==> src/rtl/mux_arb_pkg.sv <==
// Shared constants and types for the round-robin control stage of the 4:1 channel mux.
// The optional MUX_RR_ARBITER_STATS_EN build uses CNT_W for its per-requester counters.
package mux_arb_pkg;

  localparam int NUM_REQ = 4;
  localparam int SEL_W   = $clog2(NUM_REQ);
  localparam int CNT_W   = 8;

  typedef enum logic {IDLE, GRANT} arb_state_t;
  typedef logic [SEL_W-1:0] sel_t;

endpackage

==> src/rtl/rr_pick.sv <==
// Rotate-priority encoder: returns the first set request found by
// searching ptr, ptr+1, ... modulo NUM_REQ.
module rr_pick
  import mux_arb_pkg::*;
(
  input  logic [NUM_REQ-1:0] req,
  input  sel_t               ptr,
  output logic               found,
  output sel_t               idx
);

  logic [NUM_REQ-1:0] rot;

  genvar gi;
  generate
    for (gi = 0; gi < NUM_REQ; gi++) begin : g_rot
      assign rot[gi] = req[sel_t'(ptr + sel_t'(gi))];
    end
  endgenerate

  // Scan from the far end so the entry closest to ptr is written last and wins.
  always_comb begin
    found = |req;
    idx   = ptr;
    for (int i = NUM_REQ - 1; i >= 0; i--) begin
      if (rot[i]) idx = sel_t'(ptr + sel_t'(i));
    end
  end

endmodule

==> src/rtl/mux_rr_arbiter.sv <==
// Round-robin arbiter driving the 4:1 mux select; holds the grant until out_valid & out_ready.
// Define MUX_RR_ARBITER_STATS_EN to add saturating per-requester handshake counters (gnt_cnt).
module mux_rr_arbiter
  import mux_arb_pkg::*;
(
  input  logic               clk,
  input  logic               rst_n,
  input  logic [NUM_REQ-1:0] req,
  input  logic               out_ready,
  output logic [SEL_W-1:0]   sel,
  output logic [NUM_REQ-1:0] gnt,
  output logic               out_valid
`ifdef MUX_RR_ARBITER_STATS_EN
  ,
  output logic [NUM_REQ*CNT_W-1:0] gnt_cnt
`endif
);

  arb_state_t         state_reg, state_next;
  sel_t               sel_reg, sel_next;
  sel_t               ptr_reg, ptr_next;
  logic [NUM_REQ-1:0] gnt_reg, gnt_next;
  logic               handshake;
  sel_t               pick_ptr;
  sel_t               pick_idx;
  logic               pick_found;

  assign handshake = (state_reg == GRANT) && out_ready;

  // While granting, the search for the follow-on winner starts just past the channel being served.
  assign pick_ptr = (state_reg == GRANT) ? sel_t'(sel_reg + sel_t'(1)) : ptr_reg;

  rr_pick u_pick (
    .req   (req),
    .ptr   (pick_ptr),
    .found (pick_found),
    .idx   (pick_idx)
  );

  always_ff @(posedge clk) begin
    if (!rst_n) begin
      state_reg <= IDLE;
      sel_reg   <= '0;
      ptr_reg   <= '0;
      gnt_reg   <= '0;
    end else begin
      state_reg <= state_next;
      sel_reg   <= sel_next;
      ptr_reg   <= ptr_next;
      gnt_reg   <= gnt_next;
    end
  end

  always_comb begin
    state_next = state_reg;
    sel_next   = sel_reg;
    ptr_next   = ptr_reg;
    case (state_reg)
      IDLE: begin
        if (pick_found) begin
          state_next = GRANT;
          sel_next   = pick_idx;
        end
      end
      GRANT: begin
        if (handshake) begin
          ptr_next = pick_ptr;
          if (pick_found) begin
            sel_next = pick_idx;
          end else begin
            state_next = IDLE;
          end
        end
      end
      default: state_next = IDLE;
    endcase
    gnt_next = (state_next == GRANT) ? ({{(NUM_REQ-1){1'b0}}, 1'b1} << sel_next) : '0;
  end

  always_comb begin
    sel       = sel_reg;
    gnt       = gnt_reg;
    out_valid = (state_reg == GRANT);
  end

`ifdef MUX_RR_ARBITER_STATS_EN
  genvar gi;
  generate
    for (gi = 0; gi < NUM_REQ; gi++) begin : g_cnt
      logic [CNT_W-1:0] cnt_reg;
      always_ff @(posedge clk) begin
        if (!rst_n) begin
          cnt_reg <= '0;
        end else if (handshake && (sel_reg == sel_t'(gi)) && (cnt_reg != {CNT_W{1'b1}})) begin
          cnt_reg <= cnt_reg + 1'b1;
        end
      end
      assign gnt_cnt[gi*CNT_W +: CNT_W] = cnt_reg;
    end
  endgenerate
`endif

endmodule

==> config.mk <==
export PLATFORM = sky130hd
export DESIGN_NAME = mux_rr_arbiter
export DESIGN_NICKNAME = d
export VERILOG_FILES = /design/src/rtl/mux_arb_pkg.sv /design/src/rtl/rr_pick.sv /design/src/rtl/mux_rr_arbiter.sv
export SDC_FILE = /design/constraint.sdc
export NUM_CORES = 1
export LEC_CHECK = 0
export CAP_MARGIN = 30
export CORE_UTILIZATION = 30
export DETAILED_ROUTE_END_ITERATION = 8
export DONT_BUFFER_PORTS = 1
export PLACE_DENSITY_LB_ADDON = 0.08
export SLEW_MARGIN = 40
export SYNTH_ARGS = -nofsm -noshare
export SYNTH_HDL_FRONTEND = slang
export SYNTH_SLANG_ARGS = --single-unit
==> constraint.sdc <==
create_clock -name clk -period 2.58 [get_ports clk]
set_input_delay 0.387 -clock clk [delete_from_list [all_inputs] [get_ports clk]]
set_output_delay 0.387 -clock clk [all_outputs]
set_load 0.1 [all_outputs]
# Word level (Yosys, flattened, before mapping)
# Index checks and enable logic that the tools add are counted.
# classes
n_addsub,4
order_cmp,4
shifts,1
muxes,19
bitwise_logic,1
reduce_logical,4
# ops
operator,n
2-bit two-way mux,7
"2-bit by 3-bit < comparator with 1-bit output, second input constant",4
1-bit binary-select mux with 2-bit select,4
1-bit two-way mux,6
"2-bit by 1-bit adder with 2-bit output, second input constant",2
"2-bit adder, second input constant",2
2-bit case mux with 2 select lines,1
2-bit AND reduction,2
4-bit OR reduction,1
"1-bit by 2-bit << shifter with 4-bit output, first input constant",1
1-bit case mux with 2 select lines,1
1-bit logical AND,1
1-bit NOT,1
# totals
register_bits,9
out_inout_bits,7

# Logic depth before layout (Yosys ltp)
# Gate-level depths: netlist (run 1).
# depth
depth_word,13
mapped_depth,6
ltp_nobuf,5

# By module
# A second synthesis (run 1) with hierarchy kept.
# unflattened
cells_unflattened,57
hier_area_um2,514.2
# modules_own_cells
module,instances,cells_per_inst,area_per_inst_um2,seq_area_each_um2
mux_rr_arbiter,1,41,414.1,180.2
rr_pick,1,16,100.1,0.0

# Worst setup path after synthesis (run 1)
# No wires, ideal clock.
# synth_timing
kind,register to register
from,reg sel_reg[0] (netlist: sel[0])
to,reg gnt_reg[0] (netlist: gnt[0])
setup_time_ns,0.061
t_arrival_ns,2.272
slack_ns,0.246
path_stages_with_launch,6
path_buffers,0
synth_period_minus_slack_ns,2.334
cell_sequence,dfxtp_1 -> xnor2_1 -> a21o_1 -> a2111o_1 -> a32oi_2 -> and4bb_1
# synth_via
elab_chain_cells,13
# synth_lines
item,line_no,source
"start, declared",mux_rr_arbiter.sv:20,"sel_t sel_reg, sel_next;"
"start signal, assigned",mux_rr_arbiter.sv:48,sel_reg <= sel_next;
2-bit by 1-bit adder with 2-bit output,mux_rr_arbiter.sv:31,assign pick_ptr = (state_reg == GRANT) ? sel_t'(sel_reg + sel_t'(1)) : ptr_reg;
2-bit two-way mux,mux_rr_arbiter.sv:31,
2-bit adder,"rr_pick.sv:17, rr_pick.sv:26",
1-bit binary-select mux with 2-bit select,rr_pick.sv:17,assign rot[gi] = req[sel_t'(ptr + sel_t'(gi))];
1-bit two-way mux (implied by the code),rr_pick.sv:17,
2-bit two-way mux (4 in series),rr_pick.sv:26,if (rot[i]) idx = sel_t'(ptr + sel_t'(i));
2-bit two-way mux,"mux_rr_arbiter.sv:60, mux_rr_arbiter.sv:68",
2-bit two-way mux,mux_rr_arbiter.sv:66,if (handshake) begin
2-bit case mux with 2 select lines *,mux_rr_arbiter.sv:58,case (state_reg)
1-bit by 2-bit << shifter with 4-bit output *,mux_rr_arbiter.sv:77,"gnt_next = (state_next == GRANT) ? ({{(NUM_REQ-1){1'b0}}, 1'b1} << sel_next) : '0;"
"end signal, assigned",mux_rr_arbiter.sv:50,gnt_reg <= gnt_next;
"end, declared",mux_rr_arbiter.sv:22,"logic [NUM_REQ-1:0] gnt_reg, gnt_next;"
# Every way passes the cells marked *; elsewhere a longest branch is shown, timed or not. The select of a mux whose other input is x is not followed.
# A chain may end at the register's enable or synchronous reset.

# Final worst setup path (run 1)
# layout_timing
from,reg state_reg (netlist: out_valid)
to,reg gnt_reg[2] (netlist: gnt[2])
# layout_via
elab_chain_cells,12
# layout_lines
item,line_no,source
"start, declared",mux_rr_arbiter.sv:19,"arb_state_t state_reg, state_next;"
"start signal, assigned",mux_rr_arbiter.sv:47,state_reg <= state_next;
2-bit two-way mux,mux_rr_arbiter.sv:31,
2-bit adder,"rr_pick.sv:17, rr_pick.sv:26",
1-bit binary-select mux with 2-bit select,rr_pick.sv:17,
1-bit two-way mux (implied by the code),rr_pick.sv:17,
2-bit two-way mux (4 in series),rr_pick.sv:26,
2-bit two-way mux,"mux_rr_arbiter.sv:60, mux_rr_arbiter.sv:68",
2-bit two-way mux,mux_rr_arbiter.sv:66,
2-bit case mux with 2 select lines,mux_rr_arbiter.sv:58,
1-bit by 2-bit << shifter with 4-bit output,mux_rr_arbiter.sv:77,
# Several ways; a longest one is shown, not always the timed one. The select of a mux whose other input is x is not followed.

==> results list, run 1 <==
* First-pass GRT wire length: 1.70 mm
* Inserted Diodes: 0
- Between clock sinks in the finished design, the worst skew comes to 0.00277 ns.
- The number of cells on the worst reg-to-reg path is 5.
* Area share of and/or/nand/nor cells after synthesis: 27.1%
- The most critical setup path has its endpoint at gnt[2].
- In this run, post-CTS repair resized a total of 0 instances.
- The cell area that synthesis handed to floorplanning was 472 µm².
* Longest Clk Path Bufs: 2
- After floorplanning, the core was sized to cover 1380 µm².
- Die width: 41.7 µm
* Net count after synthesis: 61
- The HPWL after detailed placement is 810 µm.
* Worst max-slew margin expressed relative to the limit: 66.3%
- Sort of element at the start of the critical path: register
* Count of unresolved DRC violations after routing: 0
- Type of the tightest min-delay check: input pin to register
- The synthesized netlist devotes 1.86% of its cell area to XOR and XNOR gates.
- In this run the clock root is driven by a sky130_fd_sc_hd__clkbuf_4.
* Max-slew violation count: 0
* Cells after synthesis: 54
- The Yosys step of the flow raised 0 warnings.
- Height of the die: 41.7 µm
- The routed layout has 433 vias.
* Dominant combinational cell family by area after synthesis: compound AO/OA/AOI/OAI gates
* Utilization after layout: 39.1%
- Area fraction of the dominant cell type after synthesis: 38.2%
- DR pass1 iterations: 4
* RR Startpoint: out_valid
- met1 is the most crowded layer.
- Max-cap violations: 0
- At the end of routability-driven placement, the weighted congestion stood at 0.743.
- TritonCTS created 3 clock buffers.
- Total die area: 1730 µm²
* Reg-to-Reg End: gnt[2]
- Filler cell count: 144
- Met1 Use GR: 18.0%
- CTS built an H-tree with a depth of 1.
- Port buffer count: 0
- Dividing total power by cell area gives a power density of 756 nW/µm².
- IO Count: 14
- Synth top area cells: sky130_fd_sc_hd__dfxtp_1 (38%), sky130_fd_sc_hd__a21oi_1 (5.3%), sky130_fd_sc_hd__nor2_1 (4.8%)
- Highest achievable clock rate: 548 MHz
- All-layer global routing usage: 12.7%
- Final #Nets: 68
- Worst setup path startpoint: out_valid
- Wires add up to 1.02 mm.
- Cells with a size suffix above 1 make up 21.7% of the layout.
- Of all nets on the critical path, the largest fanout is 16.
- Post-CTS setup repair buffer count: 0
- Vias/cell: 5.77
- Global route overflow: 0
* Number of antenna violations at the first check in global routing: 0
- TritonCTS built the clock tree.
* Post-synthesis area per instance: 8.74 µm²
- WHS: 0.249 ns
* Share of flip-flops with an asynchronous set or reset after synthesis: 0%
* Area fraction in compound gates after synthesis: 27.6%
- After synthesis, the share of cell area in mux cells is 2.12%.
- Kind of end point of the critical path: register
- Register-to-Register Setup Slack: 0.75 ns
- Data on the critical path arrives at its endpoint at 2.03 ns.
- At the worst endpoint, the required time is 2.78 ns.
* Number of nets with antenna violations after routing: 0
* Commonest cells in the synthesized netlist: sky130_fd_sc_hd__dfxtp_1 (9), sky130_fd_sc_hd__nor2_1 (6), sky130_fd_sc_hd__a21oi_1 (5), sky130_fd_sc_hd__inv_1 (3)
* Clk_lat worst skew: 0.26 ns
- Leak Pwr: 0.000210 µW
* Distinct cells, synth: 30
* Most frequently used cell type in the post-synthesis netlist: sky130_fd_sc_hd__dfxtp_1
- Seq cells post-synth: 9
- Subtracting the final worst setup slack from the clock period gives 1.83 ns.
* Dominant synthesized flop cell: sky130_fd_sc_hd__dfxtp_1
* Area Overhead vs Synth: 14.6%
- Post-Synth Adder-Cell Area: 0%
* Setup Crit Path Kind: register to register
* Post-DR wirelength/cell: 13.6 µm
* Clock sink count: 9
- Number of standard-cell rows in the floorplan: 13
- Global routing met3 resource utilization: 8.26%
- Starting Density: 34.1%
* Count of flip-flops with a built-in enable after synthesis: 0
- Proportion of synthesized chip area in sequential cells: 38.2%
* RSZ-0062 raised after global routing: false
- Via count of the first global-routing pass: 377
- The first routing iteration left 21 violations.
- Setup_tns: 0 ns
- Hold Vio Cnt, Final: 0
- Worst Tran Pin Value: 0.507 ns
- After clock tree synthesis, the clock-pin slew on the worst setup and hold paths is 0.06 ns.
- Cell accounting for the most synthesized area: sky130_fd_sc_hd__dfxtp_1
- The final critical path takes up 70.8% of the cycle.
* Setup violations, final: 0
- Across the VDD grid, the largest voltage drop is 0.000329 V.
- Met2 global-route usage: 16.3%
- Entering global routing, the biggest net connects 17 pins.
- The run finished with clean final reports.
* Flip-flop count of the largest register after layout: 4
- The number of hold buffers added after CTS was 0.
[cell usage in the layout, fill, tap and decap left out, types with 2 or more instances in the layout]
master	count
sky130_fd_sc_hd__a21oi_1	5
sky130_fd_sc_hd__a311oi_1	2
sky130_fd_sc_hd__buf_4	3
sky130_fd_sc_hd__clkbuf_4	3
sky130_fd_sc_hd__dfxtp_1	5
sky130_fd_sc_hd__dfxtp_2	4
sky130_fd_sc_hd__inv_1	3
sky130_fd_sc_hd__nand2_1	2
sky130_fd_sc_hd__nand2b_1	2
sky130_fd_sc_hd__nor2_1	6
sky130_fd_sc_hd__nor2b_1	2
sky130_fd_sc_hd__o31ai_1	2
[cells by family (layout without fill, tap and decap cells)]
kind of cell | count (synthesis) | after routing
AOI/OAI and AO/OA | 17 | 17
xor gates and xnor gates | 1 | 1
buffers and inverters | 4 | 10
DFF | 9 | 9
muxes | 1 | 1
and+or+nand+nor | 22 | 22
[routing by layer]
layer	vias up	wire [µm]
li1	216	-
met1	194	477
met2	23	420
met3	0	122
met4	0	0
met5	-	0
[cell type report]
| type | count | area, µm² | share of cell area [%] |
|---|---|---|---|
| multi-input cells | 41 | 277 | 51.2 |
| clock buffers | 4 | 26.3 | 4.86 |
| well taps | 15 | 18.8 | 3.47 |
| repair buffers | 3 | 22.5 | 4.17 |
| inverters | 3 | 11.3 | 2.08 |
| flip-flops and latches | 9 | 185 | 34.3 |
[worst min path at each step]
stage / startpoint / end / slack, ns / cells past startpoint
final: out_ready / ptr_reg[1] / 0.25 / 1
after global routing: out_ready / ptr_reg[0] / 0.23 / 1
after CTS: out_ready / ptr_reg[1] / 0.24 / 1
after detailed placement: out_ready / ptr_reg[1] / 0.51 / 1
after global placement: out_ready / ptr_reg[1] / 0.51 / 1
after floorplan: out_ready / ptr_reg[1] / 0.50 / 1
[power by group]
group          internal, µW  leakage [µW]  switching (µW)  total, µW
clock                  59.5     0.0000150            48.2        108
sequential              153     0.0000759            53.7        207
combinational          32.5      0.000119            61.7       94.2
total                   245      0.000210             164        408
[per-stage QoR]
step	instances	power (µW)	cell area (µm²)	setup WS, ns
2_1_floorplan	54	284	472	0.246
3_3_place_gp	71	302	509	0.786
3_5_place_dp	71	305	514	0.765
4_1_cts	75	413	541	0.757
5_1_grt	75	430	541	0.599
6_report	75	408	541	0.754
[worst max-delay path, cell delays in order (launching register included)]
cell,delay [ns]
sky130_fd_sc_hd__dfxtp_1,0.59
sky130_fd_sc_hd__nor2_1,0.08
sky130_fd_sc_hd__a21o_1,0.19
sky130_fd_sc_hd__a2111o_1,0.42
sky130_fd_sc_hd__a32oi_2,0.26
sky130_fd_sc_hd__and3_2,0.23
Note: power is estimated with default switching activity, not from simulation.
==> inputs of run 2 (changes only) <==
==> constraint.sdc (replaced) <==
create_clock -name clk -period 1.5 [get_ports clk]
set_input_delay 0.225 -clock clk [delete_from_list [all_inputs] [get_ports clk]]
set_output_delay 0.225 -clock clk [all_outputs]
set_load 0.1 [all_outputs]
==> run 2 against run 1 <==
The flow now finishes with violations (negative setup slack). Maximum frequency rose by 11%. Clock-buffer cell count decreased by 1. Critical path type unchanged. Clock skew fell by 0.0019 ns. Sequential cell count did not move. Die area unchanged. Critical path depth unchanged.
==> results list, run 2 (synthesis results as in run 1) <==
* DR pass1 iterations: 4 (unchanged)
- The number of top-level pins is 14 (unchanged).
* Highest achievable clock rate: 608 MHz (+11%)
- Post-route minimum period: 1.64 ns (-0.182 ns)
* Global route overflow: 0 (unchanged)
- Post-DR wirelength/cell: 15.7 µm (+15%)
* Utilization after layout: 50.7% (+12 points)
- The flip-flop count of the largest register, all copies and words added came to 4 (unchanged).
- Longest Clk Path Bufs: 2 (unchanged)
- The leakage component of the power is 0.000290 µW (+38%).
- WHS: 0.0692 ns (-0.179 ns)
- The startpoint identified for the worst register-to-register timing path is sel[0].
- The post-placement cell area came to 603 µm² (+17%).
- The aggregate routed wire length came to 1.40 mm (+37%).
- Vias/cell: 5.76 (-0.16%)
- The total number of nets in the final design came to 82 (+21%).
- Combined area of the multi-input logic cells: 317 µm² (+14%)
- Clock sink count: 9 (unchanged)
- The first-pass GRT wire length came to 2.33 mm (+37%).
* Most common cell after layout, fill and taps aside: sky130_fd_sc_hd__buf_4
- The via count came to 513 (+18%).
- The worst hold path belongs to the class input pin to register.
* CORE AREA: 1380 µm² (unchanged)
- Die width: 41.7 µm (unchanged)
- The largest fanout on the critical path came to 6 (-10).
- DRT iter0 DRCs: 11 (-48%)
* Number of nets with antenna violations after routing: 0 (unchanged)
* Worst setup path startpoint: sel[0]
- The post-route total power is 807 µW (+97%).
- Worst max-slew margin expressed relative to the limit: 80.1% (+14 points)
- The post-DP HPWL was 947 µm (+17%).
- The clock buffer count from CTS came to 3 (unchanged).
- The pin slew with the least headroom to its limit was 0.298 ns (-0.209 ns).
* Number of antenna violations at the first check in global routing: 0 (unchanged)
* Hold Vio Cnt, Final: 0 (unchanged)
- The fill cell instance count of the final layout came to 147 (+2.1%).
- The clock latency reported for the late side of the worst-skew pair is 0.27 ns (about the same).
* Clock transition at path regs: 0.06 ns (about the same)
* Setup Crit Path Kind: register to register
- From synthesis to final layout, the design area changed by 48.5%.
- Max-cap violations: 0 (unchanged)
- The least setup slack across all paths after layout was -0.144 ns (-0.898 ns).
- Outcome: complete, but fails checks
- The DRC violations left was 0 (unchanged).
* Max-slew violation count: 0 (unchanged)
* Inserted Diodes: 0 (unchanged)
* # H-tree levels: 1 (unchanged)
- Routability congestion estimate: 0.874 (+18%)
- The worst-case vdd ir drop is 0.000619 V (+88%).
* Port buffer count: 0 (unchanged)
- Final period utilization: 110% (+39 points)
- Sort of element at the start of the critical path: register
- Min-Delay Startpoint: out_ready
- The data arrival time of the worst path came to 1.86 ns (-0.17 ns).
- Setup violations, final: 5 (+5)
* Height of the die: 41.7 µm (unchanged)
- Setup repair after global routing could not meet its margin everywhere.
* All-layer global routing usage: 18.1% (+5.4 points)
- Filler-free cell count of the finished design: 89 (+19%)
- The library cells used most frequently in the layout, excluding fill and tap cells, are sky130_fd_sc_hd__buf_4 (15), sky130_fd_sc_hd__nor2_1 (6), sky130_fd_sc_hd__dfxtp_1 (6), sky130_fd_sc_hd__a21oi_1 (5).
* TritonCTS clock tree: yes
* Placed Instances: 81 (+14%)
- The floorplan die area was 1730 µm² (unchanged).
- CTS placed an instance of sky130_fd_sc_hd__clkbuf_4 at the clock tree root.
- The final reports fail on negative setup slack.
- The largest clock skew in the final design came to 0.000900 ns (-0.00187 ns).
* Starting Density: 34.1% (unchanged)
- Worst Path Required: 1.71 ns (-1.07 ns)
- The area of all sequential standard cells was 191 µm² (+3.4%).
- The placement row count is 13 (unchanged).
* Pin count of the biggest net entering global routing: 10 (-7)
- The ratio of cells with drive above 1 in the final layout came to 40.5% (+19 points).
- The power density relative to cell area came to 1150 nW/µm² (+52%).
- The finished layout cell area was 701 µm² (+30%).
- Kind of end point of the critical path: register
- The hold buffer count at CTS came to 0 (unchanged).
- The via count of the first global-routing pass came to 498 (+32%).
-- run 2: cell count changes in the layout (fill, tap and decap cells not counted), moves of 2 or more --
| cell | previous run | this run |
|---|---|---|
| sky130_fd_sc_hd__dfxtp_4 | 0 | 3 |
| sky130_fd_sc_hd__buf_4 | 3 | 15 |
| sky130_fd_sc_hd__buf_6 | 0 | 2 |
| sky130_fd_sc_hd__dfxtp_2 | 4 | 0 |
-- run 2: worst paths after layout --
check	endpoint	cells after the start	slack, ns
setup / recovery	gnt[0]	5	-0.14
setup reg to reg	gnt[0]	5	-0.14
hold / removal	ptr_reg[0]	1	0.07
hold reg to reg	ptr_reg[0]	3	0.67
-- run 2: final cells by class --
class                           count  share of cell area (%)
Inverter                            3                    1.61
Tap cell                           15                    2.68
Clock buffer                        3                    3.21
Sequential cell                     9                    27.3
Timing Repair Buffer               17                    19.3
Multi-Input combinational cell     41                    45.2
Clock inverter                      1                   0.714
-- run 2: layer usage --
layer	share of wire [%]	up-vias	GRT usage, %
met2	50	18	30.6
met4	3.8	0	13.5
li1	-	249	-
met1	40	240	19.0
met3	5.6	6	4.78
met5	0	-	0
-- run 2: repair_timing --
action                     CTS  global route
setup endpoints to repair    6             6
buffers inserted             2             2
pin swaps                    2             3
resized for setup            4             2
-- run 2: worst max-delay path: stages, from the launching register on --
cell,delay [ns]
sky130_fd_sc_hd__dfxtp_4,0.38
sky130_fd_sc_hd__xnor2_4,0.15
sky130_fd_sc_hd__a21o_1,0.17
sky130_fd_sc_hd__a2111o_1,0.41
sky130_fd_sc_hd__a32oi_4,0.26
sky130_fd_sc_hd__and4bb_1,0.22
-- run 2: per-stage QoR --
step	setup WS, ns	setup TNS, ns
after floorplan	-0.235	-0.957
after global placement	-0.141	-0.497
after detailed placement	-0.171	-0.667
after CTS	-0.142	-0.471
after global routing	-0.216	-0.877
final	-0.144	-0.500
-- run 2: where the power goes --
part / internal [µW] / switching (µW) / total (µW) / leakage [µW]
combinational: 123 / 209 / 332 / 0.000196
clock: 98.8 / 93.6 / 192 / 0.0000177
sequential: 261 / 21.5 / 282 / 0.0000760
==> inputs of run 3 (changes only) <==
--- a/config.mk
+++ b/config.mk
@@ -10,6 +10,7 @@
 export DETAILED_ROUTE_END_ITERATION = 8
 export DONT_BUFFER_PORTS = 1
 export PLACE_DENSITY_LB_ADDON = 0.08
+export SETUP_SLACK_MARGIN = 0.15
 export SLEW_MARGIN = 40
 export SYNTH_ARGS = -nofsm -noshare
 export SYNTH_HDL_FRONTEND = slang
==> run 3 against run 2 <==
Maximum frequency did not move. Largest cell class unchanged. Register-to-register slack barely moved. Core utilization did not move. Worst hold slack did not move. Sequential power barely moved. Clock power barely moved. Non-clock buffer count did not move. Die area did not move. Setup slack did not move. Sequential cell count did not move. The run still ends with negative setup slack left. Sequential share of layout area did not move. Cell count did not move.
==> results list, run 3 (synthesis results as in run 1) <==
* Kind of end point of the critical path: register
* Worst Tran Pin Value: 0.298 ns (unchanged)
- Routability congestion estimate: 0.874 (unchanged)
- The clock latency reported for the late side of the worst-skew pair was 0.27 ns (about the same).
- Clock root buffer master: sky130_fd_sc_hd__clkbuf_4
- The run finished, with violations left.
* Die width: 41.7 µm (unchanged)
- The data arrival time of the worst path was 1.86 ns (about the same).
- The clock slew at the register clock pins of the worst setup and hold paths was 0.06 ns (about the same).
- Area after DPL: 603 µm² (unchanged)
* Final WL: 1.40 mm (unchanged)
- The largest fanout on the critical path came to 6 (unchanged).
* P per Cell Area: 1150 nW/µm² (unchanged)
- The post-DP HPWL was 947 µm (unchanged).
* Worst Path Required: 1.71 ns (about the same)
- The flip-flop count of the largest register, all copies and words added came to 4 (unchanged).
- The floorplan die area was 1730 µm² (unchanged).
* Top library cells by usage in the layout, fill and taps aside: sky130_fd_sc_hd__buf_4 (15), sky130_fd_sc_hd__nor2_1 (6), sky130_fd_sc_hd__dfxtp_1 (6), sky130_fd_sc_hd__a21oi_1 (5)
- Via count of the first global-routing pass: 500 (+0.40%)
* Highest achievable clock rate: 608 MHz (unchanged)
* Global route overflow: 0 (unchanged)
- The number of top-level pins was 14 (unchanged).
- The clock buffer count from CTS is 3 (unchanged).
* Max-slew violation count: 0 (unchanged)
- The DRC violations left came to 0 (unchanged).
* Inserted Diodes: 0 (unchanged)
* Final #Nets: 82 (unchanged)
- The area of the core came to 1380 µm² (unchanged).
- The number of setup violations in the final report was 5 (unchanged).
- TritonCTS clock tree: yes
- The via count was 513 (unchanged).
* WHS: 0.0692 ns (unchanged)
- Worst max-slew margin expressed relative to the limit: 80.1% (unchanged)
* Type of the tightest min-delay check: input pin to register
* Largest voltage drop on the vdd net: 0.000619 V (unchanged)
* RSZ-0062 raised after global routing: true
- Max-cap violations: 0 (unchanged)
- Largest clock skew in the final design: 0.000900 ns (unchanged)
- Pin count of the biggest net entering global routing: 10 (unchanged)
* Layout cells sized above 1: 40.5% (unchanged)
- The critical path is of the register to register type.
* Area Overhead vs Synth: 48.5% (unchanged)
- The least setup slack across all paths after layout came to -0.144 ns (unchanged).
- Starting Density: 34.1% (unchanged)
- Leak Pwr: 0.000290 µW (unchanged)
* Sort of element at the start of the critical path: register
- Clock sink count: 9 (unchanged)
- All-layer global routing usage: 18.1% (unchanged)
- Post-route minimum period: 1.64 ns (unchanged)
- Longest Clk Path Bufs: 2 (unchanged)
- Port buffer count: 0 (unchanged)
- The via-per-instance ratio came to 5.76 (unchanged).
- DR pass1 iterations: 4 (unchanged)
* Post-DR wirelength/cell: 15.7 µm (unchanged)
- The post-route core utilization is 50.7% (unchanged).
- DRT iter0 DRCs: 11 (unchanged)
- # H-tree levels: 1 (unchanged)
- The final reports fail on negative setup slack.
* Setup_tns: -0.500 ns (unchanged)
- The placement row count came to 13 (unchanged).
- The first-pass GRT wire length was 2.33 mm (unchanged).
* Register-to-Register Setup Slack: -0.14 ns (about the same)
* Most common cell after layout, fill and taps aside: sky130_fd_sc_hd__buf_4
- The post-route clock period utilization was 110% (unchanged).
* Hold Vio Cnt, Final: 0 (unchanged)
- Height of the die: 41.7 µm (unchanged)
* Design Area, Final: 701 µm² (unchanged)
* Number of antenna violations at the first check in global routing: 0 (unchanged)
* Number of nets with antenna violations after routing: 0 (unchanged)
run 3: worst paths after layout:
path              startpoint    endpoint  cells after the start
setup / recovery      sel[0]      gnt[0]                      5
hold / removal     out_ready  ptr_reg[0]                      1
setup reg to reg      sel[0]      gnt[0]                      5
hold reg to reg   ptr_reg[0]  ptr_reg[0]                      3
run 3: cell type report:
cell class | instances | area [µm²]
Clock inverter | 1 | 5.00
Tap cell | 15 | 18.8
Fill cell | 147 | 682
Inverter | 3 | 11.3
Clock buffer | 3 | 22.5
Sequential cell | 9 | 191
Multi-Input combinational cell | 41 | 317
Timing Repair Buffer | 17 | 135
run 3: worst max-delay path: stages, from the launching register on:
cell and delay, ns:
sky130_fd_sc_hd__dfxtp_4 0.38, sky130_fd_sc_hd__xnor2_4 0.15, sky130_fd_sc_hd__a21o_1 0.17, sky130_fd_sc_hd__a2111o_1 0.41
sky130_fd_sc_hd__a32oi_4 0.26, sky130_fd_sc_hd__and4bb_1 0.22
run 3: power breakdown:
group          switching (µW)  internal [µW]
Combinational             209            123
Sequential               21.5            261
Clock                    93.6           98.8
run 3: what timing repair did:
| action | in CTS | in global routing |
|---|---|---|
| endpoints found under the setup margin | 6 | 6 |
| hold buffers | 0 | 0 |
| buffers inserted | 2 | 2 |
| pin swaps | 2 | 3 |
| gates resized for setup | 4 | 2 |
run 3: per-stage QoR:
step                total power, µW  cells  setup slack (ns)
floorplan                       495     54            -0.235
global placement                560     81            -0.141
detailed placement              563     81            -0.171
CTS                             785     87            -0.142
global route                    844     89            -0.216
finish                          807     89            -0.144
run 3: layer usage:
metal / vias up / track usage (%) / wire length [µm]
met4: 0 / 13.5 / 53
met2: 18 / 30.6 / 700
met3: 6 / 4.78 / 78
met1: 240 / 19.0 / 566
li1: 249 / - / -
met5: - / 0 / 0
==> variant 1 (flow settings as in run 3) <==
The option `MUX_RR_ARBITER_STATS_EN` is turned on by a define.
--- a/src/rtl/mux_rr_arbiter.sv
+++ b/src/rtl/mux_rr_arbiter.sv
@@ -2,2 +2,4 @@
 // Define MUX_RR_ARBITER_STATS_EN to add saturating per-requester handshake counters (gnt_cnt).
+`define MUX_RR_ARBITER_STATS_EN
+
 module mux_rr_arbiter
Formal check against the unedited RTL (old outputs only; new: gnt_cnt): equivalent (Yosys induction, for registers that start in step).
==> variant 1 against run 3 <==
  * The flow still finishes with violations (negative setup slack)
  * Routed wire length grew to 3.8 times the old value
  * Sequential power grew to 3.9 times the old value
  * Area after synthesis grew to 4.5 times the old value
  * Synthesized cell count grew to 4.0 times the old value
  * Worst setup slack better by 0.039 ns
  * Sequential cell count is 32 higher
  * Total power grew to 2.9 times the old value
  * Final area grew to 4.7 times the old value
==> variant 1: results (changes against run 3) <==
| Metric | Value |
|---|---|
| Sequential area share after synthesis | 0.390 (was 0.382) |
| Cells after Synth | 218 (was 54) |
| Syn Nets | 233 (was 61) |
| Status | finished with violations (unchanged) |
| Largest cells by area after synthesis | dfxtp_1 (39%), and2_1 (7.7%), xnor2_1 (5.0%) (was dfxtp_1 (38%), a21oi_1 (5.3%), nor2_1 (4.8%)) |
| Slew Limit Headroom | 0.740 (was 0.801) |
| CTS Buf Count | 5 (was 3) |
| Met3 Track Usage GR | 0.0404 (was 0.0478) |
| Final setup TNS | -0.266 ns (was -0.500 ns) |
| Final setup viols | 8 (was 5) |
| Layout cells sized above 1 | 0.541 (was 0.405) |
| Place WS | -0.124 ns (was -0.171 ns) |
| DR WL/cell | 13.5 um (was 15.7 um) |
| Largest stage delay on the critical path | 0.37 ns (was 0.41 ns) |
| Final Worst Setup Slack | -0.104 ns (was -0.144 ns) |
| Multi-input gates | 168 (was 41) |
| Final Util | 0.486 (was 0.507) |
| First-pass GRT wire length | 8.41 mm (was 2.33 mm) |
| Max reg flops | 32 (was 4) |
| Multi-input gate share of total cell area | 0.466 (was 0.452) |
| Sequential cell area share | 0.287 (was 0.273) |
| CP Data Arrival Time | 1.81 ns (was 1.86 ns) |
| Failing checks | negative setup slack (unchanged) |
| Total vias in the final route | 1,828 (was 513) |
| Largest net degree at the start of global routing | 38 (was 10) |
| Met2 Use GR | 0.257 (was 0.306) |
| # nets final | 308 (was 82) |
| Met1 WL | 2.30 mm (was 566 um) |
| R2r setup slk | -0.10 ns (was -0.14 ns) |
| Vias/cell | 4.69 (was 5.76) |
| Non-clock buffer instance count of the final layout | 72 (was 17) |
| Worst-path maximum fanout | 4 (was 6) |
| VDD IR max | 0.362 mV (was 0.619 mV) |
| Placed cell area | 2800 um^2 (was 603 um^2) |
| 1st-pass router iterations | 3 (was 4) |
| Clock network area share | 0.0243 (was 0.0393) |
variant 1: changes by cell type in the layout (fill, tap and decap cells not counted), sizes merged, moves of 6 or more:
cell          run 3  this run
nor3              1         7
nand2             2        11
ha                0         8
xor2              0        12
buf              17        71
dfxtp             9        41
nand4             0         6
o21ai             1         7
nand3             1        20
and2              2        26
xnor2             1        12
variant 1: cells by family (layout without fill, tap and decap cells):
group / Yosys count / in the layout / synth area share
simple gates: 99 / 99 / 0.272
flops: 41 / 41 / 0.390
compound gates: 28 / 30 / 0.129
xor+xnor: 24 / 24 / 0.0999
buf+inv: 11 / 85 / 0.0250
fa+ha+maj: 8 / 8 / 0.0476
mux: 7 / 7 / 0.0357
variant 1: where the power goes:
| part | internal, mW | switching [mW] | leakage [nW] |
|---|---|---|---|
| clock | 0.324 | 0.355 | 0.0399 |
| sequential | 1.07 | 0.0248 | 0.359 |
| combinational | 0.213 | 0.356 | 0.949 |
variant 1: final timing paths:
check / startpoint / end / depth (start not counted)
setup / recovery: sel[0]$_SDFF_PN0_ / gnt[0]$_SDFF_PP0_ / 7
hold / removal: rst_n / g_cnt[3].cnt_reg[3]$_SDFFE_PN0P_ / 1
setup reg to reg: sel[0]$_SDFF_PN0_ / gnt[0]$_SDFF_PP0_ / 7
hold reg to reg: g_cnt[2].cnt_reg[1]$_SDFFE_PN0P_ / g_cnt[2].cnt_reg[1]$_SDFFE_PN0P_ / 2
variant 1: what timing repair did:
| item | in CTS | in global routing |
|---|---|---|
| setup endpoints to repair | 37 | 38 |
| buffers inserted | 12 | 8 |
| gates cloned | 2 | 0 |
| hold endpoints to repair | 0 | 0 |
| pin swaps | 24 | 15 |
| resized for setup | 28 | 19 |
==> variant 2 (settings of run 3) <==
Without the edit above. `NUM_REQ`: 4 -> 16.
--- a/src/rtl/mux_arb_pkg.sv
+++ b/src/rtl/mux_arb_pkg.sv
@@ -4,3 +4,3 @@
 
-  localparam int NUM_REQ = 4;
+  localparam int NUM_REQ = 16;
   localparam int SEL_W   = $clog2(NUM_REQ);
Interface: changed (resized gnt, req and sel); port bits go from 14 to 40. The function was not compared with the original's and may differ.
==> variant 2 against run 3 <==
  * The flow still finishes with violations (negative setup slack)
  * Maximum frequency fell by 56%
  * Hold slack gained 0.0081 ns
  * Final area grew to 7.6 times the old value
  * Worst setup slack got worse by 2.1 ns
  * Synthesized cell count increased to 7.0 times the old value
  * Count of clock-buffer cells in the layout unchanged
  * Sequential cell count up 16
  * Area after synthesis increased to 6.7 times the old value
  * Routed wire length grew to 9.4 times the old value
Power is left out: the tool's default activity adds up to more than one toggle a clock period on the data nets, which glitch-free logic cannot reach.
==> variant 2: results (changes against run 3) <==
| Metric | Value |
|---|---|
| Largest cells by area after synthesis | dfxtp_1 (16%), mux2i_1 (9.2%), mux4_2 (8.6%) (was dfxtp_1 (38%), a21oi_1 (5.3%), nor2_1 (4.8%)) |
| Sequential area share after synthesis | 0.159 (was 0.382) |
| 1st-pass router iterations | 5 (was 4) |
| Synth Area in Compound Gates | 0.252 (was 0.276) |
| Asr flop ratio synth | 0 (unchanged) |
| Antenna cells | 0 (unchanged) |
| CP max-delay cell | mux4_2 (was a2111o_1) |
| Top-count cell post-synth | nor2_1 (was dfxtp_1) |
| DR WL/cell | 19.2 um (was 15.7 um) |
| First-pass GRT wire length | 20.7 mm (was 2.33 mm) |
| # nets final | 574 (was 82) |
| Largest net degree at the start of global routing | 18 (was 10) |
| Post-synthesis xor/xnor area fraction | 0.0470 (was 0.0186) |
| Clk buf depth | 2 (unchanged) |
| Failing checks | negative setup slack (unchanged) |
| Layout cells sized above 1 | 0.544 (was 0.405) |
| CTS Buf Count | 3 (unchanged) |
| Status | finished with violations (unchanged) |
| Vias/cell | 5.57 (was 5.76) |
| Final Worst Setup Slack | -2.20 ns (was -0.144 ns) |
| Syn Nets | 404 (was 61) |
| Multiplexer area fraction after synthesis | 0.226 (was 0.0212) |
| Clock Latency Late Sink | 0.27 ns (about the same) |
| Fin. max-slew vios | 0 (unchanged) |
| Worst R2R Path Depth | 14 (was 5) |
| RePlAce Congestion | 0.902 (was 0.874) |
| Worst Hold Class | input port to flip-flop (unchanged) |
| Hold Crit Depth | 1 (unchanged) |
| CP Data Arrival Time | 3.90 ns (was 1.86 ns) |
| Slew Limit Headroom | 0.652 (was 0.801) |
| Clk slew on worst S/H paths | 0.09 ns (was 0.06 ns) |
| Unique cell type count in the Yosys netlist | 76 (was 30) |
| Skew final | 0.00322 ns (was 0.000900 ns) |
| I/O Buffers | 0 (unchanged) |
| Number of global-route vias before repair | 3,803 (was 500) |
| Fillers | 978 (was 147) |
| Final setup TNS | -42.18 ns (was -0.500 ns) |
| Post-DP HPWL | 10.5 mm (was 947 um) |
| Final setup viols | 21 (was 5) |
| Max reg flops | 16 (was 4) |
| Adder-Cell Fraction of Synth Area | 0.0239 (was 0) |
| Worst-path maximum fanout | 7 (was 6) |
| Cell family with most CP delay | compound AO/OA/AOI/OAI gates (unchanged) |
| Detailed Route Iter0 Violations | 185 (was 11) |
| Post-synth top cells | nor2_1 (32), mux2i_1 (29), dfxtp_1 (25), nand3_1 (25) (was dfxtp_1 (9), nor2_1 (6), a21oi_1 (5)) |
| Htree depth | 1 (unchanged) |
| Clock root buffer | clkbuf_8 (was clkbuf_4) |
| Hold WS | 0.0773 ns (was 0.0692 ns) |
| Synth Warn # | 0 (unchanged) |
| Initial antenna violation count | 0 (unchanged) |
| Largest stage delay on the critical path | 0.63 ns (was 0.41 ns) |
| Total GRT Usage | 0.240 (was 0.181) |
[variant 2: final cells by class]
type,instances,share of cell area
clock buffer,3,0.00780
tap,133,0.0314
clock inverter,1,0.00118
multi-input combinational,327,0.572
timing repair buffer,182,0.282
inverter,10,0.00803
sequential,25,0.0976
[variant 2: timing repair]
item,4_1_cts,5_1_grt
hold buffers,0,0
resized for setup,71,11
endpoints found under the setup margin,23,23
pin swaps,21,7
setup buffers,13,9
[variant 2: worst reg2reg max path, delay by kind of cell, from the launching register on]
kind	cells	cell delay [ns]
AOI/OAI and AO/OA	5	1.07
muxes	3	1.05
adders and majority gates	2	0.45
DFF	1	0.36
buffers and inverters	2	0.29
xor gates and xnor gates	1	0.26
and+or+nand+nor	1	0.15
[variant 2: metrics by stage]
stage	setup slack, ns	instance area, um^2	cells
global route	-2.33	5300	681
finish	-2.20	5300	681
global placement	-2.43	4680	655
floorplan	-2.41	3400	379
detailed placement	-2.42	4680	655
CTS	-2.20	5170	672
[variant 2: metal layers]
layer / up-vias / global-route usage / share of wire
li1: 1813 / - / -
met1: 1868 / 0.320 / 0.45
met2: 95 / 0.419 / 0.49
met3: 18 / 0.0150 / 0.032
met4: 0 / 0.0582 / 0.023
met5: - / 0 / 0
[variant 2: worst paths after layout]
| path | end | startpoint |
|---|---|---|
| setup / recovery | gnt[11]$_SDFF_PN0_ | sel[0]$_SDFF_PN0_ |
| setup reg to reg | gnt[11]$_SDFF_PN0_ | sel[0]$_SDFF_PN0_ |
| hold reg to reg | ptr_reg[0]$_SDFFE_PN0P_ | ptr_reg[0]$_SDFFE_PN0P_ |
| hold / removal | sel[3]$_SDFF_PN0_ | rst_n |
